### config.mk
export PLATFORM = sky130hd
export DESIGN_NAME = bcd_xs3_codec
export DESIGN_NICKNAME = d
export VERILOG_FILES = /design/src/rtl/bcd_pkg.sv /design/src/rtl/xs3_digit.sv /design/src/rtl/bcd_xs3_codec.sv
export SDC_FILE = /design/constraint.sdc
export NUM_CORES = 1
export LEC_CHECK = 0
export CAP_MARGIN = 20
export CORE_ASPECT_RATIO = 1.4
export CORE_MARGIN = 5
export CORE_UTILIZATION = 47
export CTS_BUF_LIST = sky130_fd_sc_hd__clkbuf_8
export DETAILED_ROUTE_END_ITERATION = 16
export PLACE_DENSITY = 0.78
export SETUP_SLACK_MARGIN = 0.02
export SLEW_MARGIN = 20
export SYNTH_ARGS = -nofsm -noshare
export SYNTH_HDL_FRONTEND = slang
export SYNTH_SLANG_ARGS = --single-unit
### constraint.sdc
create_clock -name clk -period 1.9 [get_ports clk]
set_clock_uncertainty 0.1 [all_clocks]
set_input_delay 0.19 -clock clk [delete_from_list [all_inputs] [get_ports clk]]
set_output_delay 0.19 -clock clk [all_outputs]
set_load 0.02 [all_outputs]
### src/rtl/bcd_pkg.sv
// Shared constants and state encoding for the BCD/XS3 codec.
// Imported by xs3_digit and bcd_xs3_codec.
package bcd_pkg;

  localparam logic [3:0] XS3_OFFSET = 4'd3;
  localparam logic [3:0] BCD_MAX    = 4'd9;
  localparam logic [3:0] XS3_MIN    = 4'd3;
  localparam logic [3:0] XS3_MAX    = 4'd12;
  localparam logic [3:0] ERR_DIGIT  = 4'hF;

  typedef enum logic [1:0] {
    IDLE = 2'd0,
    CONV = 2'd1,
    HOLD = 2'd2
  } state_e;

endpackage

### src/rtl/xs3_digit.sv
// Single-digit BCD<->XS3 converter (combinational).
// Ports: d/mode in (mode 0 = +3, mode 1 = -3); q result, bad = illegal code.
import bcd_pkg::*;

module xs3_digit (
  input  logic [3:0] d,
  input  logic       mode,
  output logic [3:0] q,
  output logic       bad
);

  always_comb begin
    bad = 1'b0;
    q   = ERR_DIGIT;
    if (mode) begin
      bad = (d < XS3_MIN) || (d > XS3_MAX);
      if (!bad) q = d - XS3_OFFSET;
    end else begin
      bad = (d > BCD_MAX);
      if (!bad) q = d + XS3_OFFSET;
    end
  end

endmodule

### src/rtl/bcd_xs3_codec.sv
// Digit-serial packed BCD <-> Excess-3 codec, LSD first, one digit per clock.
// Ports: clk, rst (async high); in_* valid/ready word input with mode;
//        out_* valid/ready word output with data, per-digit error mask,
//        OR'd error flag and captured mode.
import bcd_pkg::*;

module bcd_xs3_codec #(
  parameter int NDIG = 4
) (
  input  logic              clk,
  input  logic              rst,
  input  logic              in_valid,
  output logic              in_ready,
  input  logic              in_mode,
  input  logic [4*NDIG-1:0] in_data,
  output logic              out_valid,
  input  logic              out_ready,
  output logic [4*NDIG-1:0] out_data,
  output logic [NDIG-1:0]   out_err_mask,
  output logic              out_err,
  output logic              out_mode
);

  localparam int IW = (NDIG > 1) ? $clog2(NDIG) : 1;
  localparam logic [IW-1:0] LAST = IW'(NDIG - 1);

  state_e                 state_q, state_d;
  logic [IW-1:0]          idx_q, idx_d;
  logic [NDIG-1:0][3:0]   cap_q, cap_d;
  logic                   mode_q, mode_d;
  logic [NDIG-1:0][3:0]   odat_q, odat_d;
  logic [NDIG-1:0]        mask_q, mask_d;
  logic                   vld_q, vld_d;

  logic [3:0] dig;
  logic [3:0] res;
  logic       bad;

  // Select the digit currently being converted.
  always_comb begin
    dig = 4'd0;
    for (int i = 0; i < NDIG; i++) begin
      if (idx_q == IW'(i)) dig = cap_q[i];
    end
  end

  xs3_digit u_dig (
    .d    (dig),
    .mode (mode_q),
    .q    (res),
    .bad  (bad)
  );

  always_comb begin
    state_d = state_q;
    idx_d   = idx_q;
    cap_d   = cap_q;
    mode_d  = mode_q;
    odat_d  = odat_q;
    mask_d  = mask_q;
    vld_d   = vld_q;
    unique case (state_q)
      IDLE: begin
        if (in_valid && in_ready) begin
          cap_d   = in_data;
          mode_d  = in_mode;
          odat_d  = '0;
          mask_d  = '0;
          idx_d   = '0;
          state_d = CONV;
        end
      end
      CONV: begin
        for (int i = 0; i < NDIG; i++) begin
          if (idx_q == IW'(i)) begin
            odat_d[i] = res;
            mask_d[i] = bad;
          end
        end
        if (idx_q == LAST) begin
          idx_d   = '0;
          vld_d   = 1'b1;
          state_d = HOLD;
        end else begin
          idx_d = idx_q + IW'(1);
        end
      end
      HOLD: begin
        if (out_ready) begin
          vld_d   = 1'b0;
          state_d = IDLE;
        end
      end
      default: state_d = IDLE;
    endcase
  end

  always_ff @(posedge clk or posedge rst) begin
    if (rst) begin
      state_q <= IDLE;
      idx_q   <= '0;
      cap_q   <= '0;
      mode_q  <= 1'b0;
      odat_q  <= '0;
      mask_q  <= '0;
      vld_q   <= 1'b0;
    end else begin
      state_q <= state_d;
      idx_q   <= idx_d;
      cap_q   <= cap_d;
      mode_q  <= mode_d;
      odat_q  <= odat_d;
      mask_q  <= mask_d;
      vld_q   <= vld_d;
    end
  end

  assign in_ready     = (state_q == IDLE) && !rst;
  assign out_valid    = vld_q;
  assign out_data     = odat_q;
  assign out_err_mask = mask_q;
  assign out_err      = |mask_q;
  assign out_mode     = mode_q;

endmodule
### Yosys cells after proc, flatten, opt, wreduce, memory -nomap -nowiden

Cells that the tools add are included.

* register bits: 42
* latch bits: 0
* bits in writable memories: 0
* ROM bits: 0
* output and inout bits: 24
* logic and storage cells: 80
* memories: 0

* add/subtract/negate cells: 3
* multipliers: 0
* div/mod/pow operators: 0
* magnitude comparators: 3
* eq/ne operators: 11
* shift-type cells: 0
* muxes and demuxes: 30
* bitwise operators: 0
* reductions and logical operators: 17

Operator list (number)
* 2-to-1 mux 4 bit: 12
* one-hot mux 16 bit (2 select lines): 1
* AND reduction 3 bit: 6
* 2-to-1 mux 16 bit: 1
* inequality test 2 bit, second input constant: 6
* 2-to-1 mux 2 bit: 5
* > comparator 4 bit, second input constant: 2
* one-hot mux 4 bit (2 select lines): 1
* 2-to-1 mux 1 bit: 7
* equality test 2 bit, second input constant: 3
* one-hot mux 2 bit (3 select lines): 1
* adder 4 x 2 -> 4 bit, second input constant: 1
* equality test 2 x 1 -> 1 bit, second input constant: 2
* logical NOT 2 bit: 2
* < comparator 4 x 2 -> 1 bit, second input constant: 1
* one-hot mux 2 bit (2 select lines): 1
* AND reduction 2 bit: 2
* nonzero test 2 bit: 2
* OR reduction 4 bit: 1
* subtractor 4 x 2 -> 4 bit, second input constant: 1
* adder 2 x 1 -> 2 bit, second input constant: 1
* logical AND 1 bit: 2
* one-hot mux 1 bit (2 select lines): 1
* logical NOT 1 bit: 1
* logical OR 1 bit: 1

### Depth between registers and ports, before layout

Gate-level depths: netlist of run 1.

* depth in word-level cells: 11
* mapped depth: 10

### Modules after synthesis

A second synthesis of run 1 with hierarchy kept.

* cell total of the unflattened synthesis: 172
* area total of the unflattened synthesis: 2055.7 µm²

By module, submodules not included
* bcd_xs3_codec: instances 1, cells each 141, area each 1855.5 µm², seq. area each 1051.0 µm²
* xs3_digit: instances 1, cells each 31, area each 200.2 µm², seq. area each 0.0 µm²

### Worst setup path before layout of run 1

OpenSTA, ideal clock, no wires.

* kind: register to register
* start point: reg idx_q[0]
* end point: reg odat_q (netlist bit out_data[15])
* data arrival time: 1.874 ns
* data required time: 1.672 ns
* path slack: -0.202 ns
* stages on the path, launching flop included: 11
* path buffers: 2
* period minus slack after synthesis: 2.102 ns
* cells stage by stage: dfrtp_1 inv_1 ha_1 clkbuf_2 a211oi_1 a221oi_2 buf_4 o21ai_1 nor2_1 o31ai_4 o21ai_1

* cells in the longest elaborated chain, start to end: 11
* elaborated cells between the ends (all ways): 21
* classes of those cells: add/sub (2); order compare (3); eq/ne (4); mux (9); reduce/logical (3)

Ends and longest elaborated chain
* start: declaration: line bcd_xs3_codec.sv:28 `logic [IW-1:0] idx_q, idx_d;`
* start signal: assignment: line bcd_xs3_codec.sv:109 `idx_q <= idx_d;`
* logical NOT 2 bit: line bcd_xs3_codec.sv:43 `if (idx_q == IW'(i)) dig = cap_q[i];`
* 2-to-1 mux 4 bit (4 in series): line bcd_xs3_codec.sv:43
* < comparator 4 x 2 -> 1 bit or > comparator 4 bit (tied branches): line xs3_digit.sv:16 `bad = (d < XS3_MIN) || (d > XS3_MAX);`
* logical OR 1 bit: line xs3_digit.sv:16
* 2-to-1 mux 4 bit: line xs3_digit.sv:17 `if (!bad) q = d - XS3_OFFSET;`
* 2-to-1 mux 4 bit: line xs3_digit.sv:15 `if (mode) begin`
* 2-to-1 mux 4 bit: line bcd_xs3_codec.sv:75 `if (idx_q == IW'(i)) begin`
* one-hot mux 16 bit (2 select lines): line bcd_xs3_codec.sv:62 `unique case (state_q)`
* end signal: assignment: line bcd_xs3_codec.sv:112 `odat_q <= odat_d;`
* end: declaration: line bcd_xs3_codec.sv:31 `logic [NDIG-1:0][3:0] odat_q, odat_d;`

Parallel ways exist; a longest one is shown, timed or not. The select of a mux whose other input is x is not followed.
A chain may end at the register's enable or synchronous reset.

### Final worst setup path of run 1

* start point: reg idx_q[1]
* end point: reg odat_q (netlist bit out_data[10])

Same word-level chain as after synthesis.

==> results of run 1 <==
-- final cells by class --
cell class | count | area share, %
flip-flops and latches | 42 | 32.3
well taps | 60 | 2.30
clock buffers | 5 | 2.10
inverters | 7 | 0.957
repair buffers | 82 | 24.1
clock inverters | 3 | 1.38
multi-input cells | 139 | 36.9
-- what timing repair did --
item	4_1_cts	5_1_grt
resized for setup	47	18
buffers inserted	17	4
setup endpoints to repair	22	22
pin swaps	16	11
endpoints found under the hold margin	0	0
gates cloned	0	0
-- per-layer routing --
layer  GRT usage, %  wire length [um]
met2           36.0              3110
met3           4.03               244
met5              0                 0
met4           9.61               172
met1           22.2              2110
-- synthesized netlist by cell type (2+ instances only) --
master / instances / share of area, %
o211ai_1: 2 / 0.71
nor2_1: 5 / 0.89
a211oi_2: 3 / 1.8
clkbuf_1: 4 / 0.71
o21ai_1: 14 / 3.3
buf_6: 2 / 1.1
a211oi_1: 3 / 1.1
nand2_1: 16 / 2.9
nor2b_1: 3 / 0.89
inv_1: 7 / 1.2
mux2_2: 17 / 9.1
buf_4: 2 / 0.71
a21oi_1: 4 / 0.95
dfrtp_1: 42 / 50
ha_1: 4 / 2.4
and2_1: 4 / 1.2
a21oi_2: 2 / 0.83
o21ai_0: 12 / 2.9
nor3b_1: 3 / 1.1
buf_2: 2 / 0.48
nand3_1: 22 / 5.2
nand3b_1: 3 / 1.1
a31oi_1: 2 / 0.59
-- kinds of logic (layout without fill, tap and decap cells) --
group | count (synthesis) | count (layout) | synth area share [%]
simple gates | 67 | 67 | 17.0
compound gates | 50 | 50 | 16.7
flops | 42 | 42 | 49.9
buf+inv | 18 | 97 | 4.46
mux | 17 | 17 | 9.10
fa+ha+maj | 4 | 4 | 2.38
xor+xnor | 1 | 1 | 0.416
-- worst paths after layout --
check	endpoint	depth (start not counted)
min in group clk	out_err_mask[3]	2
worst max-delay path	out_data[10]	11
worst min-delay path	out_data[12]	3
worst max register to register	out_data[10]	11
worst min register to register	out_err_mask[3]	2
max in group asynchronous	out_mode	3
-- registers in the layout, summed over array words and instances, names as in the netlist --
| signal | cells |
|---|---|
| state_q | 2 |
| out_data | 16 |
| idx_q | 2 |
| out_err_mask | 4 |
| cap_q | 16 |
| out_valid | 1 |
| out_mode | 1 |
-- through the flow --
stage          hold slack (ns)  setup WS [ns]  area (um2)  TNS [ns]
2_1_floorplan            0.241         -0.165        2160     -2.96
3_3_place_gp             0.381         -0.347        2740     -6.01
3_5_place_dp             0.394         -0.397        2740     -7.10
4_1_cts                  0.278         -0.287        3150     -4.55
5_1_grt                  0.338         -0.534        3270     -8.45
6_report                 0.263         -0.427        3270     -7.03
-- worst reg2reg max path: stages (launching register included) --
cell and delay (ns):
dfrtp_2 0.46, buf_6 0.13, ha_4 0.20, buf_4 0.15
nor3b_2 0.18, a211oi_2 0.07, buf_6 0.15, buf_4 0.15
buf_4 0.14, a31oi_2 0.19, nand3_2 0.17, o21ai_2 0.19
==> results_dict.tcl, run 1 <==
set metrics [dict create \
    cap_violations 0 \
    stdcell_count 338 \
    dp.cells 309 \
    crit_arrival_ns 2.46 \
    ys_ff_latch 42 \
    fmax_mhz 430 \
    cts.hold.buffers_added 0 \
    dpl.hpwl_mm 3.22 \
    ant_nets 0 \
    yosys_most_used_dff "dfrtp_1" \
    tightest_slew_ns 0.508 \
    die_h_um 89.2 \
    grt_pass1_wl_mm 8.98 \
    critical_path.max_fanout 8 \
    portBuffers 44 \
    cpPeakStageDelay_ns 0.46 \
    ys_async_sr_fraction_pct 100 \
    syn-cell-area_um2 2100 \
    grt_pass1_vias 1882 \
    clock-sinks 42 \
    hold_path.class "in2async" \
    vias_per_cell 5.59 \
    end_kind "flip-flop" \
    io_pins 45 \
    final_cell_mix "clkdlybuf4s50_1 (42), dfrtp_1 (39), buf_4 (26), nand3_1 (21), mux2_2 (17)" \
    rsz0062_at_grt "yes" \
    synth_cell_types 44 \
    syn_avg_cell_area_um2 10.6 \
    hold_viol 0 \
    path_class "reg2reg" \
    min_period_ns 2.33 \
    start_util_pct 49.2 \
    synth_nets 224 \
    worstSkewPairLatency_ns 0.29 \
    fin_nets 302 \
    layout-drive-gt1-share_pct 41.0 \
    cts_buffers 5 \
    dr_total_vias 1888 \
    drtPass1Iterations 4 \
    cts_tree "done" \
    cp_num_buf_inv 5 \
    regArea_um2 1050 \
    critPathSlowestCell "dfrtp_2" \
    path_cells "buf_6 -> ha_4 -> buf_4 -> nor3b_2 -> a211oi_2 -> buf_6 -> buf_4 -> buf_4 -> a31oi_2 -> nand3_2 -> o21ai_2" \
    synth_edf_count 0 \
    worst_setup_path_start_kind "flip-flop" \
    path_delay_family "buffers and inverters" \
    antenna_cells 0 \
    drt_wl_total_mm 5.64 \
    layout_commonest_cell "clkdlybuf4s50_1" \
    worstPathRequired_ns 2.03 \
    initialDrtViolationCount 128 \
    synthCells 199 \
    cts_max_level 2 \
    antenna_found_initial 0 \
    clockBufferDepth 2 \
    final_max_slew_viol_count 0 \
    drc 0 \
    root_buffer "clkbuf_8" \
    yosys_warnings 0 \
    violations "setup timing" \
    post-route-period-util_pct 122 \
    setup_viol 20 \
    fin_ws_ns -0.427 \
    grt_overflow 0 \
    die_w_um 66.6 \
    path_common_cell "buf_4" \
    syn_to_final_growth_pct 55.4 \
    track_usage_pct 20.0 \
    routabilityCongestion 0.905 \
    outcome "finished with violations" \
    core_area_um2 4270 \
    fill_cells 281 \
    wl_per_cell_um 16.7 \
    grt_max_degree 43 \
    multi_input_area_um2 1200 \
    r2r_slack_ns -0.43 \
    ys_seq_area_share_pct 49.9 \
    max_slew_margin_pct 66.1 \
    fin_util_pct 76.5 \
    fp.dieArea_um2 5940 \
    crit_start "idx_q[1]" \
    reg2reg_from "idx_q[1]" \
    num_rows 28 \
    clk_pin_slew_ns 0.09 \
]
Power of run 1 is not shown: default switching activity piles up to over one toggle a cycle in this logic, so the estimate is an artifact.
==> run 2, diff against run 1 <==
- CTS_CLUSTER_DIAMETER: unset -> 60
==> results of run 2 <==
Final layout, timing and power as in run 1 (identical DEF).
Power of run 2 is left out for the same reason.
==> run 3, diff against run 2 <==
- CORE_UTILIZATION: 47 -> 48
- DONT_BUFFER_PORTS: unset -> 1
- PLACE_DENSITY: 0.78 -> 0.63
- SLEW_MARGIN: 20 -> unset
==> run 3 against run 2 <==
The flow still finishes with violations (setup timing). Via count decreased by 10%. Setup slack improved by 0.12 ns. Cell area decreased by 12%. Core utilization decreased by 9.0 points. Cell count decreased by 9.8%. Routed wire length decreased by 11%. Hold slack got worse by 0.26 ns. Critical path depth decreased by 2. Count of clock-buffer cells in the layout increased by 1. Critical endpoint is now out_data[3].
==> results_dict.tcl, run 3 (synthesized netlist as in run 1, its figures left out) <==
set metrics [dict create \
    antenna_found_initial 0 \
    cellLeakagePower_nw 1.21 \
    fmax_mhz 454 \
    num_rows 28 \
    fin_ws_ns -0.302 \
    worst_setup_path_start_kind "flip-flop" \
    drc 0 \
    fill_cells 314 \
    layout_commonest_cell "dfrtp_1" \
    grt_max_degree 43 \
    p_per_area_nw_per_um2 2200 \
    critPathSlowestCell "dfrtp_1" \
    final_max_slew_viol_count 0 \
    final_area_um2 2860 \
    grt_pass1_vias 1730 \
    worstPathRequired_ns 1.98 \
    rsz0062_at_grt "yes" \
    clockBufferDepth 2 \
    cts_buffers 5 \
    cap_violations 0 \
    layout-drive-gt1-share_pct 39.2 \
    drt_wl_total_mm 5.01 \
    placed_area_um2 2310 \
    violations "setup timing" \
    outcome "finished with violations" \
    path_class "reg2reg" \
    start_util_pct 49.6 \
    antenna_cells 0 \
    initialDrtViolationCount 101 \
    core_area_um2 4240 \
    cts_max_level 2 \
    grt_pass1_wl_mm 8.13 \
    die_h_um 88.3 \
    track_usage_pct 17.8 \
    hold_path.class "in2reg" \
    tightest_slew_ns 0.549 \
    irDropWorstVdd_v 0.000976 \
    hold_viol 0 \
    fin_nets 270 \
    syn_to_final_growth_pct 36.0 \
    cpPeakStageDelay_ns 0.43 \
    fp.dieArea_um2 5830 \
    regArea_um2 1050 \
    portBuffers 0 \
    end_kind "flip-flop" \
    path_cells "buf_4 -> ha_4 -> a211oi_4 -> a211oi_4 -> buf_4 -> o21ai_4 -> nor2_1 -> o31ai_4 -> o21ai_1" \
    path_delay_family "compound AO/OA/AOI/OAI gates" \
    root_buffer "clkbuf_8" \
    drtPass1Iterations 4 \
    grt_overflow 0 \
    multi_input_area_um2 1150 \
    cp_num_buf_inv 2 \
    post-route-period-util_pct 116 \
    wl_per_cell_um 16.4 \
    crit_arrival_ns 2.28 \
    finalSetupTns_ns -5.43 \
    dr_total_vias 1698 \
    critical_path.max_fanout 13 \
    dpl.hpwl_mm 3.41 \
    die_w_um 66.0 \
    setup_viol 20 \
    max_slew_margin_pct 63.4 \
    final_cell_mix "dfrtp_1 (41), buf_4 (24), nand3_1 (21), dlygate4sd3_1 (19), mux2_2 (17)" \
    min_period_ns 2.20 \
    io_pins 45 \
    routabilityCongestion 0.789 \
    cts_tree "done" \
    ant_nets 0 \
    worstSkewPairLatency_ns 0.29 \
    clk_pin_slew_ns 0.08 \
    vias_per_cell 5.57 \
    clock-sinks 42 \
]
run 3: stage by stage:
stage | std cells | hold WS, ns | utilization (%) | power, mW | worst slack (ns)
global placement | 269 | 0.124 | 54.6 | 4.59 | -0.334
floorplan | 199 | 0.241 | - | 3.98 | -0.165
finish | 305 | 0.00376 | 67.5 | 6.29 | -0.302
CTS | 301 | 0.00913 | 65.1 | 5.83 | -0.278
detailed placement | 269 | 0.146 | 54.6 | 4.72 | -0.404
global route | 305 | 0.0423 | 67.5 | 6.72 | -0.415
run 3: layout make-up:
| class | instances | area share [%] |
|---|---|---|
| timing repair buffer | 50 | 15.5 |
| inverter | 7 | 1.01 |
| clock inverter | 1 | 1.05 |
| clock buffer | 6 | 2.89 |
| multi-input combinational | 139 | 40.2 |
| tap | 60 | 2.62 |
| sequential | 42 | 36.8 |
run 3: timing repair:
| action | 4_1_cts | 5_1_grt |
|---|---|---|
| pin swaps | 6 | 10 |
| hold buffers | 19 | 0 |
| endpoints found under the setup margin | 20 | 20 |
| hold endpoints to repair | 60 | 0 |
| resized for setup | 22 | 21 |
| gates cloned | 1 | 0 |
| setup buffers | 5 | 4 |
run 3: worst paths after layout:
kind / from / end / slack [ns] / depth (start not counted)
max: idx_q[1] / out_data[3] / -0.30 / 9
min: out_ready / out_valid / 0.004 / 3
max reg2reg: idx_q[1] / out_data[3] / -0.30 / 9
min reg2reg: cap_q[10] / cap_q[10] / 0.41 / 1
max in group asynchronous: rst / idx_q[0] / 0.94 / 3
min in group asynchronous: rst / out_valid / 0.36 / 3
run 3: layer usage:
layer  global-route usage, %  up-vias  routed length (um)
met2                    33.5       43                2770
met3                    3.81       12                 193
met5                       0        -                   0
met1                    19.3      830                1910
li1                        -      813                   -
met4                    7.02        0                 135
run 3: worst min-delay path, cell delays in order:
cell and delay [ns]:
inv_1 0.03, o21ai_0 0.06, o21ai_0 0.08
run 3: power by group:
group	total, mW	switching (mW)	internal [mW]
clock network	0.711	0.291	0.420
logic	3.72	1.92	1.80
registers	1.86	0.568	1.29
(Power assumes the default switching activity.)
==> variant 1: new RTL, settings of run 3 <==
Re-encode `state_e` (3 states) as one-hot, 3 bits wide.
--- a/src/rtl/bcd_pkg.sv
+++ b/src/rtl/bcd_pkg.sv
@@ -8,10 +8,10 @@
   localparam logic [3:0] XS3_MAX    = 4'd12;
   localparam logic [3:0] ERR_DIGIT  = 4'hF;
 
-  typedef enum logic [1:0] {
-    IDLE = 2'd0,
-    CONV = 2'd1,
-    HOLD = 2'd2
+  typedef enum logic [2:0] {
+    IDLE = 3'b001,
+    CONV = 3'b010,
+    HOLD = 3'b100
   } state_e;
 
 endpackage
Behaviour: same outputs for any inputs over 10 cycles, from zero or initial values and one cycle with rst high; not proved beyond that.
==> variant 1 against run 3 <==
Total power decreased by 39%; the flow still finishes with violations (negative setup slack); wire length rose by 8.0%; sequential cell count grew 1; cell area up 4.0%; setup slack got worse by 0.28 ns; first-iteration DRC count increased by 2.0%; cell count is 11% higher; area after synthesis rose by 4.0%.
==> variant 1: results <==
[outcome]
status = complete, but fails checks
violations = negative setup slack

[detailed_routing]
m1WireLength_mm = 2.00
route.met3.wl_um = 268
dr.pass1.iters = 4
drt_iter0_markers = 103
vias = 1882
wire_per_inst_um = 16.0
top_layer_used = met4
met2_length_mm = 3.05

[final_layout]
num-nets-final = 302
drive_gt1_frac = 0.292
antenna_cells = 0
fill_cells = 347

[setup_path]
r2r-start = idx_q[0]$_DFFE_PP0P_
worstSetupStartpoint = idx_q[0]$_DFFE_PP0P_
critPathArrivalTime_ns = 2.56
cp-start-kind = flip-flop
path_delay_family = compound AO/OA/AOI/OAI gates
r2r_cells = 11
crit_fanout = 8
rr_endpoint = out_err_mask[3]$_DFFE_PP0P_
slowest_stage = dfrtp_2

[clock_network]
clk_path_buf_depth = 2
cts.clk_slew.worst_paths_ns = 0.08
numCtsBuffers = 5
root_buffer = clkbuf_8
htreeDepth = 2
clock_latency_ns = 0.29

[timing]
setup_violations = 20
tightest_slew_ns = 0.524
setup_ws_ns = -0.580

[yosys]
async_flop_share = 1.00
ys_types = 46
ys_top_cells_by_area = dfrtp_1 (48%), nand2_1 (11%), o31ai_1 (3.4%)
synthFlopType = dfrtp_1
yosys_warnings = 0
netlist_top_cells_count = nand2_1 (63), dfrtp_1 (42), nor2_1 (11)
synth_nets = 250
ys_seq_area_frac = 0.492

[global_routing]
grt_usage = 0.192
grt_max_degree = 44
grt_pass1_wl_mm = 9.11

[placed_design]
placed_cell_area_um2 = 2480
port_buffers = 0
dpl.hpwl_mm = 3.94
place_congestion = 0.791

[min_path]
holdPathEnd = state_q[1]$_DFFE_PP0P_
min_path_cells = 2
hold_path_class = input port to flip-flop
holdCritStartpoint = in_valid

[power_and_ir_drop]
p_leak_nw = 1.35
vdd_drop_max_mv = 0.793
p_per_area_nw_per_um2 = 1290
variant 1: cell count changes in the layout (fill, tap and decap cells not counted), moves of 6 or more:
cell     delta
nand3_1    -19
nand2_1    +48
a22o_1      +8
buf_4       +7
nor2_1      +6
o21ai_1    -16
mux2_2     -17
variant 1: worst max-delay path by stage:
stage	endpoint	depth (start not counted)	slack, ns
6_report	out_err_mask[3]$_DFFE_PP0P_	11	-0.58
5_1_grt	out_err_mask[0]$_DFFE_PP0P_	11	-0.74
4_1_cts	out_err_mask[0]$_DFFE_PP0P_	11	-0.49
3_5_place_dp	out_data[8]$_DFFE_PP0P_	11	-0.65
3_3_place_gp	out_data[9]$_DFFE_PP0P_	9	-0.53
2_1_floorplan	out_err_mask[0]$_DFFE_PP0P_	10	-0.51
variant 1: what timing repair did:
item,in CTS,in global routing
hold buffers,19,0
pin swaps,5,8
endpoints found under the hold margin,62,0
gates resized for setup,16,15
buffers inserted,2,5
endpoints found under the setup margin,20,20
variant 1: where the power goes:
group	switching, mW	internal (mW)	leakage, nW	total, mW
Sequential	0.195	1.07	0.560	1.26
Clock	0.295	0.425	0.0612	0.720
Combinational	0.967	0.889	0.725	1.86
variant 1: cells by family after synthesis:
logic type	after synthesis	synth area share
buffers and inverters	21	0.0497
adders and majority gates	6	0.0332
AOI/OAI and AO/OA	51	0.199
and+or+nand+nor	101	0.218
xor gates and xnor gates	2	0.00801
DFF	43	0.492
variant 1: per-stage QoR:
| step | setup slack, ns | hold slack, ns | instances | setup TNS [ns] |
|---|---|---|---|---|
| 2_1_floorplan | -0.510 | 0.195 | 224 | -8.17 |
| 3_3_place_gp | -0.534 | 0.132 | 306 | -9.69 |
| 3_5_place_dp | -0.651 | 0.148 | 306 | -11.35 |
| 4_1_cts | -0.495 | 0.288 | 335 | -9.12 |
| 5_1_grt | -0.740 | 0.333 | 339 | -12.42 |
| 6_report | -0.580 | 0.280 | 339 | -10.11 |
variant 1: layout make-up:
class / count / area share
flip-flops and latches: 43 / 0.362
clock inverters: 2 / 0.0118
well taps: 62 / 0.0261
repair buffers: 56 / 0.168
clock buffers: 6 / 0.0277
multi-input cells: 160 / 0.392
inverters: 10 / 0.0126
variant 1: routing by layer:
metal | vias up | global-route usage
met5 | - | 0
li1 | 898 | -
met4 | 0 | 0.0575
met2 | 60 | 0.356
met1 | 911 | 0.207
met3 | 13 | 0.0424
==> variant 2: new RTL, settings of run 3 <==
Without the edit above. Change the parameter `NDIG` from 4 to 8.
--- a/src/rtl/bcd_xs3_codec.sv
+++ b/src/rtl/bcd_xs3_codec.sv
@@ -5,7 +5,7 @@
 import bcd_pkg::*;
 
 module bcd_xs3_codec #(
-  parameter int NDIG = 4
+  parameter int NDIG = 8
 ) (
   input  logic              clk,
   input  logic              rst,
Interface: changed (resized in_data, out_data and out_err_mask); port bits go from 45 to 81. The function was not compared with the original's and may differ.
==> variant 2 against run 3 <==
The flow still finishes with violations (negative setup slack); wire length up 130%; non-clock buffer count rose by 62; cell area is 95% higher; first-iteration DRC count increased by 23%; sequential cell count grew 37; die area is 68% higher; area after synthesis is 80% higher; setup slack got worse by 0.72 ns.
Power is left out: the tool's default activity adds up to more than one toggle a clock period on the data nets, which glitch-free logic cannot reach.
==> variant 2: results <==
[setup_path]
critPathArrivalTime_ns = 3.06
crit_fanout = 7
slowest_stage = dfrtp_2

[global_routing]
grt_usage = 0.232
grt_max_degree = 80
grt_pass1_vias = 3572
grt_pass1_wl_mm = 17.7

[final_layout]
nNonClkBuffers = 112
num-nonclk-inverters = 14
fill_cells = 532
clock_area_frac = 0.0338
ff_latch_area_um2 = 1980
n_sequential_cell = 79
drive_gt1_frac = 0.330
final_area_um2 = 5580
num-nets-final = 555

[detailed_routing]
vias_per_cell = 5.63
drt_iter0_markers = 124
wire_per_inst_um = 18.5

[placed_design]
placed_cell_area_um2 = 4360

[yosys]
ys_types = 46
ys_seq_area_frac = 0.521
synth_nets = 454
ys_top_cells_by_area = dfrtp_1 (52%), nand2_1 (12%), o21ai_0 (3.3%)
synth_top_area_share = 0.521

[timing]
setup_ws_ns = -1.03
setup_violations = 40
slew_headroom = 0.702

[clock_network]
numCtsBuffers = 9
clock_latency_ns = 0.36

[outcome]
violations = negative setup slack
status = complete, but fails checks
[variant 2: cell count changes in the layout (fill, tap and decap cells not counted), moves of 7 or more]
cell,delta
mux2_2,-17
o21ai_2,+8
nand3_1,-7
nand2_1,+103
a21oi_1,+13
buf_4,+33
o21ai_1,-10
dfrtp_1,+36
dlygate4sd3_1,+16
buf_6,+7
[variant 2: path summary, 6_finish.rpt]
path,from,to,slack [ns],cells after the start
max,idx_q[0]$_DFFE_PP0P_,out_data[0]$_DFFE_PP0P_,-1.03,13
min,in_valid,out_data[30]$_DFFE_PP0P_,0.17,3
max reg2reg,idx_q[0]$_DFFE_PP0P_,out_data[0]$_DFFE_PP0P_,-1.03,13
min reg2reg,cap_q[11]$_DFFE_PP0P_,cap_q[11]$_DFFE_PP0P_,0.38,2
max in group asynchronous,rst,idx_q[0]$_DFFE_PP0P_,1.03,3
min in group asynchronous,rst,out_data[30]$_DFFE_PP0P_,0.30,3
[variant 2: per-layer routing]
layer,GRT usage,part of all wire,up-vias
met4,0.118,0.028,0
met3,0.0609,0.058,29
met1,0.242,0.36,1693
li1,-,-,1629
met2,0.423,0.56,110
met5,0,0,-
[variant 2: cells by family (layout without fill, tap and decap cells)]
kind of cell             count (synthesis)  count (layout)  share of synthesized area
AND/OR/NAND/NOR                        184             184                      0.219
buffers and inverters                   36             141                     0.0429
AO/OA/AOI/OAI                          102             102                      0.189
multiplexers                             2               2                    0.00528
flip-flops                              79              79                      0.521
adder cells (fa/ha/maj)                  7               7                     0.0231
[variant 2: what timing repair did]
| item | CTS | global route |
|---|---|---|
| gates cloned | 1 | 0 |
| setup buffers | 15 | 4 |
| resized for setup | 73 | 42 |
| setup endpoints to repair | 40 | 65 |
| pin swaps | 28 | 17 |
| hold endpoints to repair | 114 | 0 |
| hold buffers | 35 | 0 |
